File: src/rtl/alu_seq.sv
// Sequential ALU with a handshake on each side. Shifts move one bit per cycle,
// and every other op completes one cycle after it is accepted.
package alu_pkg;
  typedef enum logic [3:0] {
    ALU_ADD   = 4'd0,
    ALU_SUB   = 4'd1,
    ALU_SLL   = 4'd2,
    ALU_SRL   = 4'd3,
    ALU_SRA   = 4'd4,
    ALU_XOR   = 4'd5,
    ALU_OR    = 4'd6,
    ALU_AND   = 4'd7,
    ALU_SLT   = 4'd8,
    ALU_SLTU  = 4'd9,
    ALU_LUI   = 4'd10,
    ALU_AUIPC = 4'd11
  } alu_operation_type;
endpackage

module alu_seq
  import alu_pkg::*;
#(
  parameter int XLEN = 32
) (
  input  logic              clk,
  input  logic              rst,
  input  logic              in_valid,
  output logic              in_ready,
  input  alu_operation_type op,
  input  logic [XLEN-1:0]   a,
  input  logic [XLEN-1:0]   b,
  output logic              out_valid,
  input  logic              out_ready,
  output logic [XLEN-1:0]   result,
  output logic              zero
);

  localparam int SHW = $clog2(XLEN);

  localparam logic [1:0] S_IDLE  = 2'd0;
  localparam logic [1:0] S_SHIFT = 2'd1;
  localparam logic [1:0] S_DONE  = 2'd2;

  logic [1:0]        state_q, state_d;
  alu_operation_type op_q, op_d;
  logic [XLEN-1:0]   wrk_q, wrk_d;
  logic [SHW-1:0]    cnt_q, cnt_d;
  logic [XLEN-1:0]   res_q, res_d;

  logic [SHW-1:0]    shamt;
  logic [XLEN-1:0]   step_val;

  function automatic logic is_shift(input alu_operation_type o);
    return (o == ALU_SLL) || (o == ALU_SRL) || (o == ALU_SRA);
  endfunction

  // Single-cycle ops; a zero-amount shift passes a through unchanged.
  function automatic logic [XLEN-1:0] alu_eval(input alu_operation_type o,
                                               input logic [XLEN-1:0] x,
                                               input logic [XLEN-1:0] y);
    logic [XLEN-1:0] r;
    r = '0;
    case (o)
      ALU_ADD, ALU_AUIPC: r = x + y;
      ALU_SUB:            r = x - y;
      ALU_XOR:            r = x ^ y;
      ALU_OR:             r = x | y;
      ALU_AND:            r = x & y;
      ALU_SLT:            r = {{(XLEN-1){1'b0}}, ($signed(x) < $signed(y))};
      ALU_SLTU:           r = {{(XLEN-1){1'b0}}, (x < y)};
      ALU_LUI:            r = y;
      ALU_SLL, ALU_SRL, ALU_SRA: r = x;
      default:            r = '0;
    endcase
    return r;
  endfunction

  function automatic logic [XLEN-1:0] shift_step(input alu_operation_type o,
                                                 input logic [XLEN-1:0] x);
    logic [XLEN-1:0] r;
    r = x;
    case (o)
      ALU_SLL: r = {x[XLEN-2:0], 1'b0};
      ALU_SRL: r = {1'b0, x[XLEN-1:1]};
      ALU_SRA: r = {x[XLEN-1], x[XLEN-1:1]};
      default: r = x;
    endcase
    return r;
  endfunction

  assign shamt    = b[SHW-1:0];
  assign step_val = shift_step(op_q, wrk_q);

  always_comb begin
    state_d = state_q;
    op_d    = op_q;
    wrk_d   = wrk_q;
    cnt_d   = cnt_q;
    res_d   = res_q;
    case (state_q)
      S_IDLE: begin
        if (in_valid) begin
          op_d  = op;
          wrk_d = a;
          if (is_shift(op) && (shamt != '0)) begin
            cnt_d   = shamt;
            state_d = S_SHIFT;
          end else begin
            res_d   = alu_eval(op, a, b);
            state_d = S_DONE;
          end
        end
      end
      S_SHIFT: begin
        wrk_d = step_val;
        cnt_d = cnt_q - 1'b1;
        // Last step: publish the shifted value as we leave.
        if (cnt_q == SHW'(1)) begin
          res_d   = step_val;
          state_d = S_DONE;
        end
      end
      S_DONE: begin
        if (out_ready) state_d = S_IDLE;
      end
      default: state_d = S_IDLE;
    endcase
  end

  always_ff @(posedge clk) begin
    if (rst) begin
      state_q <= S_IDLE;
      op_q    <= ALU_ADD;
      wrk_q   <= '0;
      cnt_q   <= '0;
      res_q   <= '0;
    end else begin
      state_q <= state_d;
      op_q    <= op_d;
      wrk_q   <= wrk_d;
      cnt_q   <= cnt_d;
      res_q   <= res_d;
    end
  end

  assign in_ready  = (state_q == S_IDLE);
  assign out_valid = (state_q == S_DONE);
  assign result    = res_q;
  assign zero      = (res_q == '0);

endmodule

File: config.mk
export PLATFORM = sky130hd
export DESIGN_NAME = alu_seq
export DESIGN_NICKNAME = d
export VERILOG_FILES = /design/src/rtl/alu_seq.sv
export SDC_FILE = /design/constraint.sdc
export NUM_CORES = 1
export LEC_CHECK = 0
export BUFFER_PORTS_ARGS = -buffer_cell sky130_fd_sc_hd__buf_2
export CORE_ASPECT_RATIO = 0.7
export CORE_MARGIN = 2
export CORE_UTILIZATION = 30
export CTS_CLUSTER_DIAMETER = 150
export DETAILED_ROUTE_END_ITERATION = 12
export PLACE_DENSITY_LB_ADDON = 0.25
export SLEW_MARGIN = 20
export SYNTH_ARGS = -nofsm -noshare
export SYNTH_HDL_FRONTEND = slang
export SYNTH_SLANG_ARGS = --single-unit
File: constraint.sdc
create_clock -name clk -period 3.6 [get_ports clk]
set_input_delay 0.72 -clock clk [delete_from_list [all_inputs] [get_ports clk]]
set_output_delay 0.72 -clock clk [all_outputs]
set_load 0.01 [all_outputs]
# [Word-level counts from Yosys, hierarchy flattened]
# Index checks and enable logic that the tools add are counted.
[word_totals] inputBits=72 ff_bits=75 word_cells=66 out_inout_bits=35
[op_classes] add_sub_neg=3 n_mux=16 n_eq_ne=22 n_bitwise=3 reduce_logical=15 magnitude_cmp=2
[ops] op="case mux 32 bit (9 select lines)" count=1
[ops] op="2-to-1 mux 32 bit" count=4
[ops] op="case mux 32 bit (2 select lines)" count=2
[ops] op="case mux 32 bit (3 select lines)" count=1
[ops] op="less-than comparator 32 bit" count=2
[ops] op="adder 32 bit" count=1
[ops] op="bitwise AND 32 bit" count=1
[ops] op="logical NOT 32 bit" count=1
[ops] op="OR 32 bit" count=1
[ops] op="subtractor 32 bit" count=1
[ops] op="XOR 32 bit" count=1
[ops] op="== test 4 x 3 -> 1 bit, second input constant" count=5
[ops] op="== test 4 x 2 -> 1 bit, second input constant" count=4
[ops] op="== test 4 bit, second input constant" count=4
[ops] op="2-to-1 mux 5 bit" count=2
[ops] op="case mux 5 bit (2 select lines)" count=1
[ops] op="2-to-1 mux 2 bit" count=4
[ops] op="inequality test 2 bit, second input constant" count=3
[ops] op="case mux 2 bit (3 select lines)" count=1
[ops] op="AND reduction 3 bit" count=2
[ops] op="== test 5 x 1 -> 1 bit, second input constant" count=1
[ops] op="nonzero test 5 bit" count=1
[ops] op="subtractor 5 x 1 -> 5 bit, second input constant" count=1
[ops] op="== test 4 x 1 -> 1 bit, second input constant" count=1
[ops] op="12 further kinds" count=15

# [Logic depth before layout (Yosys ltp)]
[logic_depth] depth_word=7 ltp_mapped=13

# [Least setup slack after synthesis]
# No wires, ideal clock.
[synth_timing] kind="input -> register" start="input port a[0]" end="register res_q[30] (netlist: result[30])" cell_stages=13 arrival_time_ps=3075 path_buffers=0 slack_ps=391 cell_sequence="inv_1 > ha_1 > fa_1 > o21ba_1 > nor4_2 > nand4bb_2 > nand3_1 > o21ai_4 > a21oi_2 > o31a_1 > o311a_1 > o211ai_1 > a311oi_1"
[synth_between] elab_chain_cells=5 elab_cells_between_ends=6 cone_classes="add/sub: 2; mux: 4"
[synth_lines] item="start: declaration" line="30" rtl="input logic [XLEN-1:0] a,"
[synth_lines] item="subtractor 32 bit or adder 32 bit (tied branches)" line="65, 64"
[synth_lines] item="case mux 32 bit (9 select lines) (*)" line="63" rtl="case (o)"
[synth_lines] item="2-to-1 mux 32 bit (*)" line="105" rtl="if (is_shift(op) && (shamt != '0)) begin"
[synth_lines] item="2-to-1 mux 32 bit (*)" line="102" rtl="if (in_valid) begin"
[synth_lines] item="case mux 32 bit (2 select lines) (*)" line="100" rtl="case (state_q)"
[synth_lines] item="end signal: assignment" line="142" rtl="res_q <= res_d;"
[synth_lines] item="end: declaration" line="48" rtl="logic [XLEN-1:0] res_q, res_d;"
# Every way passes the cells marked *; elsewhere a longest branch is shown, timed or not. The select of a mux whose other input is x is not followed.
# A chain may end at the register's enable or synchronous reset.

# [Worst setup path in the final report]
[layout_timing] start="input port b[6]" end="register res_q[21] (netlist: result[21])"
[layout_between] elab_chain_cells=5 elab_cells_between_ends=6 cone_classes="add/sub: 2; mux: 4"
[layout_lines] item="start: declaration" line="31" rtl="input logic [XLEN-1:0] b,"
[layout_lines] item="subtractor 32 bit or adder 32 bit (tied branches)" line="65, 64"
[layout_lines] item="case mux 32 bit (9 select lines) (*)" line="63"
[layout_lines] item="2-to-1 mux 32 bit (*)" line="105"
[layout_lines] item="2-to-1 mux 32 bit (*)" line="102"
[layout_lines] item="case mux 32 bit (2 select lines) (*)" line="100"
# Marks and branches as above.

==> run_results.csv <==
group,metric,value,unit
sta,max_slew_margin,32.4,%
worst_hold_path,hp-class,"reg2reg",
sta,max_freq,292,MHz
global_route,grt_max_degree,47,
critical_path,path_class,"in2reg",
cts,cts_buffers,9,
critical_path,r2r_cells,7,
cts,cts_tree,"done",
routing,totalWireLength,40.1,mm
logic_synthesis,ys_ff_latch,75,
run,cap_viol_max_count,0,
global_route,grt_usage,25.2,%
cts,h-tree-depth,3,
critical_path,cp.required,3.84,ns
logic_synthesis,syn_inst,1252,
critical_path,worstSetupStartpointType,"input port",
cts,cts_hold_buf,0,
floorplanning,row_count,53,
sta,finalSetupViolCount,0,
logic_synthesis,syn_avg_cell_area,7.19,um^2
logic_synthesis,synthesis.nets,1424,
cells_and_area,stdcell_count,1836,
sta,final.min_clock_period,3.42,ns
critical_path,cp.arrival,3.66,ns
power_and_ir_drop,cellLeakagePower,4.96,nW
power_and_ir_drop,p_total,3.62,mW
worst_hold_path,whs_path_depth,2,
routing,firstDrtPassIters,9,
logic_synthesis,synth_ff_type,"dfxtp_1",
cts,insertion_delay,0.36,ns
logic_synthesis,synth_cell_types,83,
floorplanning,die_w,211,um
worst_hold_path,holdPathEnd,"result[10]$_SDFFE_PP0P_",
global_route,antenna_found_initial,1,
floorplanning,initial_core_util,30.2,%
critical_path,r2r-end,"result[17]$_SDFFE_PP0P_",
floorplanning,io_pins,107,
power_and_ir_drop,power_per_cell_area,320,mW/mm^2
sta,rsz0062_at_grt,"false",
global_route,grt_pass1_vias,10200,
critical_path,cp-end-kind,"flip-flop",
sta,slew_violations,0,
routing,drcViolationCount,0,
cts,cts_setup_buffers,0,
sta,setup_ws,0.179,ns
global_route,grt_first_pass_wirelength,60.9,mm
worst_hold_path,hp-start,"result[10]$_SDFFE_PP0P_",
logic_synthesis,syn_area,0.00900,mm^2
run_status,status,"finished clean",
cells_and_area,area_delta_synth_final,25.9,%
critical_path,reg2reg_slack,1.02,ns
cells_and_area,fin_util,38.1,%
floorplanning,dieArea,0.0314,mm^2
routing,dr.first_iter.drc_count,1416,
sta,min_period_over_period,95.0,%
floorplanning,die_h,149,um
floorplanning,core_area,0.0298,mm^2
cts,cts_root_buffer,"clkbuf_16",
critical_path,critPathMaxFanout,4,
routing,viasPerCell,5.88,
logic_synthesis,synth-edff-count,0,
placement,place_ws,-0.135,ns
routing,postRouteAntennaNets,0,
routing,num_vias,10800,
global_route,grt_overflow,0,
logic_synthesis,yosysSeqAreaShare,16.7,%
critical_path,r2r_start,"cnt_q[0]$_SDFFE_PP0P_",
routing,wl_per_cell,21.8,um
placement,place_congestion,0.906,
cts,clock_sinks,75,
sta,fin_skew,0.0120,ns
cts,cts_buffer_depth,2,
cts,cts_resized,0,
cells_and_area,layout.nets,1618,
cts,cts.clk_slew.worst_paths,0.07,ns
logic_synthesis,yosys_warnings,0,
sta,hold_viol,0,
sta,worstMarginPinSlew,1.01,ns
placement,dp.cells,1820,
power_and_ir_drop,peakVddDrop,0.193,mV
cells_and_area,drive_above_1_share,22.9,%
placement,place_hpwl,30.5,mm
logic_synthesis,async_flop_share,0,%
placement,io_buffers,106,
## layout make-up
class / instances / area, um^2
Antenna cell: 1 / 2.50
Timing Repair Buffer: 275 / 1900
Clock inverter: 6 / 91.3
Fill cell: 3179 / 18400
Clock buffer: 9 / 225
Tap cell: 385 / 482
Multi-Input combinational cell: 989 / 6770
Sequential cell: 75 / 1500
Inverter: 96 / 360
## cell usage in the layout, fill, tap and decap left out, drive strengths merged, types with 24 or more instances in the layout
master	instances
buf	275
nor3	42
nor2	161
nand3	24
a222oi	30
o21ai	105
a22oi	30
inv	96
a21oi	103
dfxtp	75
a221oi	52
nand2	65
a211oi	24
ha	98
## through the flow
stage | TNS [ns] | hold WS (ns) | cell area, um^2
after floorplan | 0 | 0.452 | 9000
after global routing | 0 | 0.516 | 11300
after global placement | -0.457 | 0.459 | 11000
after detailed placement | -0.488 | 0.471 | 11000
final | 0 | 0.481 | 11300
after CTS | 0 | 0.482 | 11300
## cells by family after synthesis
group / count (synthesis) / synth area share, %
compound gates: 484 / 38.2
xor+xnor: 13 / 1.27
fa+ha+maj: 100 / 14.1
buf+inv: 188 / 8.44
flops: 75 / 16.7
mux: 12 / 1.33
simple gates: 380 / 20.0
## power breakdown
part	switching (mW)	total, mW	internal, mW
registers	0.0927	1.00	0.908
clock network	0.389	0.993	0.605
logic	0.966	1.63	0.663
total	1.45	3.62	2.18
## worst max-delay path by stage
stage	end	slack, ns	from
6_report	result[21]$_SDFFE_PP0P_	0.18	b[6]
5_1_grt	result[30]$_SDFFE_PP0P_	0.03	a[21]
4_1_cts	result[21]$_SDFFE_PP0P_	0.21	b[6]
3_5_place_dp	result[21]$_SDFFE_PP0P_	-0.13	b[6]
3_3_place_gp	result[21]$_SDFFE_PP0P_	-0.15	b[6]
2_1_floorplan	result[30]$_SDFFE_PP0P_	0.39	a[0]
## cells in the mapped netlist, types with 24 or more instances
library cell	number	area share [%]
ha_1	98	14
inv_1	95	4.0
o21ai_0	99	5.5
nor3_1	39	2.2
nand3_1	24	1.3
a222oi_1	30	3.3
nor2_1	159	6.6
a21oi_1	98	5.5
nand2_1	64	2.7
clkbuf_1	59	2.5
a22oi_1	30	2.5
dfxtp_1	75	17
a221oi_1	50	4.9
## flip-flops by register name (all words and copies together), names as in the netlist
name and flops:
result 32, state_q 2, cnt_q 5, op_q 4, wrk_q 32
## per-layer routing
layer	track usage, %	wire (um)	vias up
met1	36.7	19000	5157
li1	-	-	5059
met2	37.3	16800	531
met3	5.56	3510	49
met4	6.06	784	0
met5	0	0	-
## critical path, stage by stage
cell and delay (ns):
buf_2 0.10, inv_1 0.05, ha_1 0.33, buf_4 0.17
nor3_4 0.26, o21ai_0 0.20, buf_4 0.18, o31ai_4 0.08
nor2_1 0.15, o41ai_2 0.34, buf_4 0.20, a211oi_1 0.11
o2111a_1 0.24, a211o_1 0.26, o21ai_1 0.17, a211oi_1 0.09
Note: power is estimated with default switching activity, not from simulation.
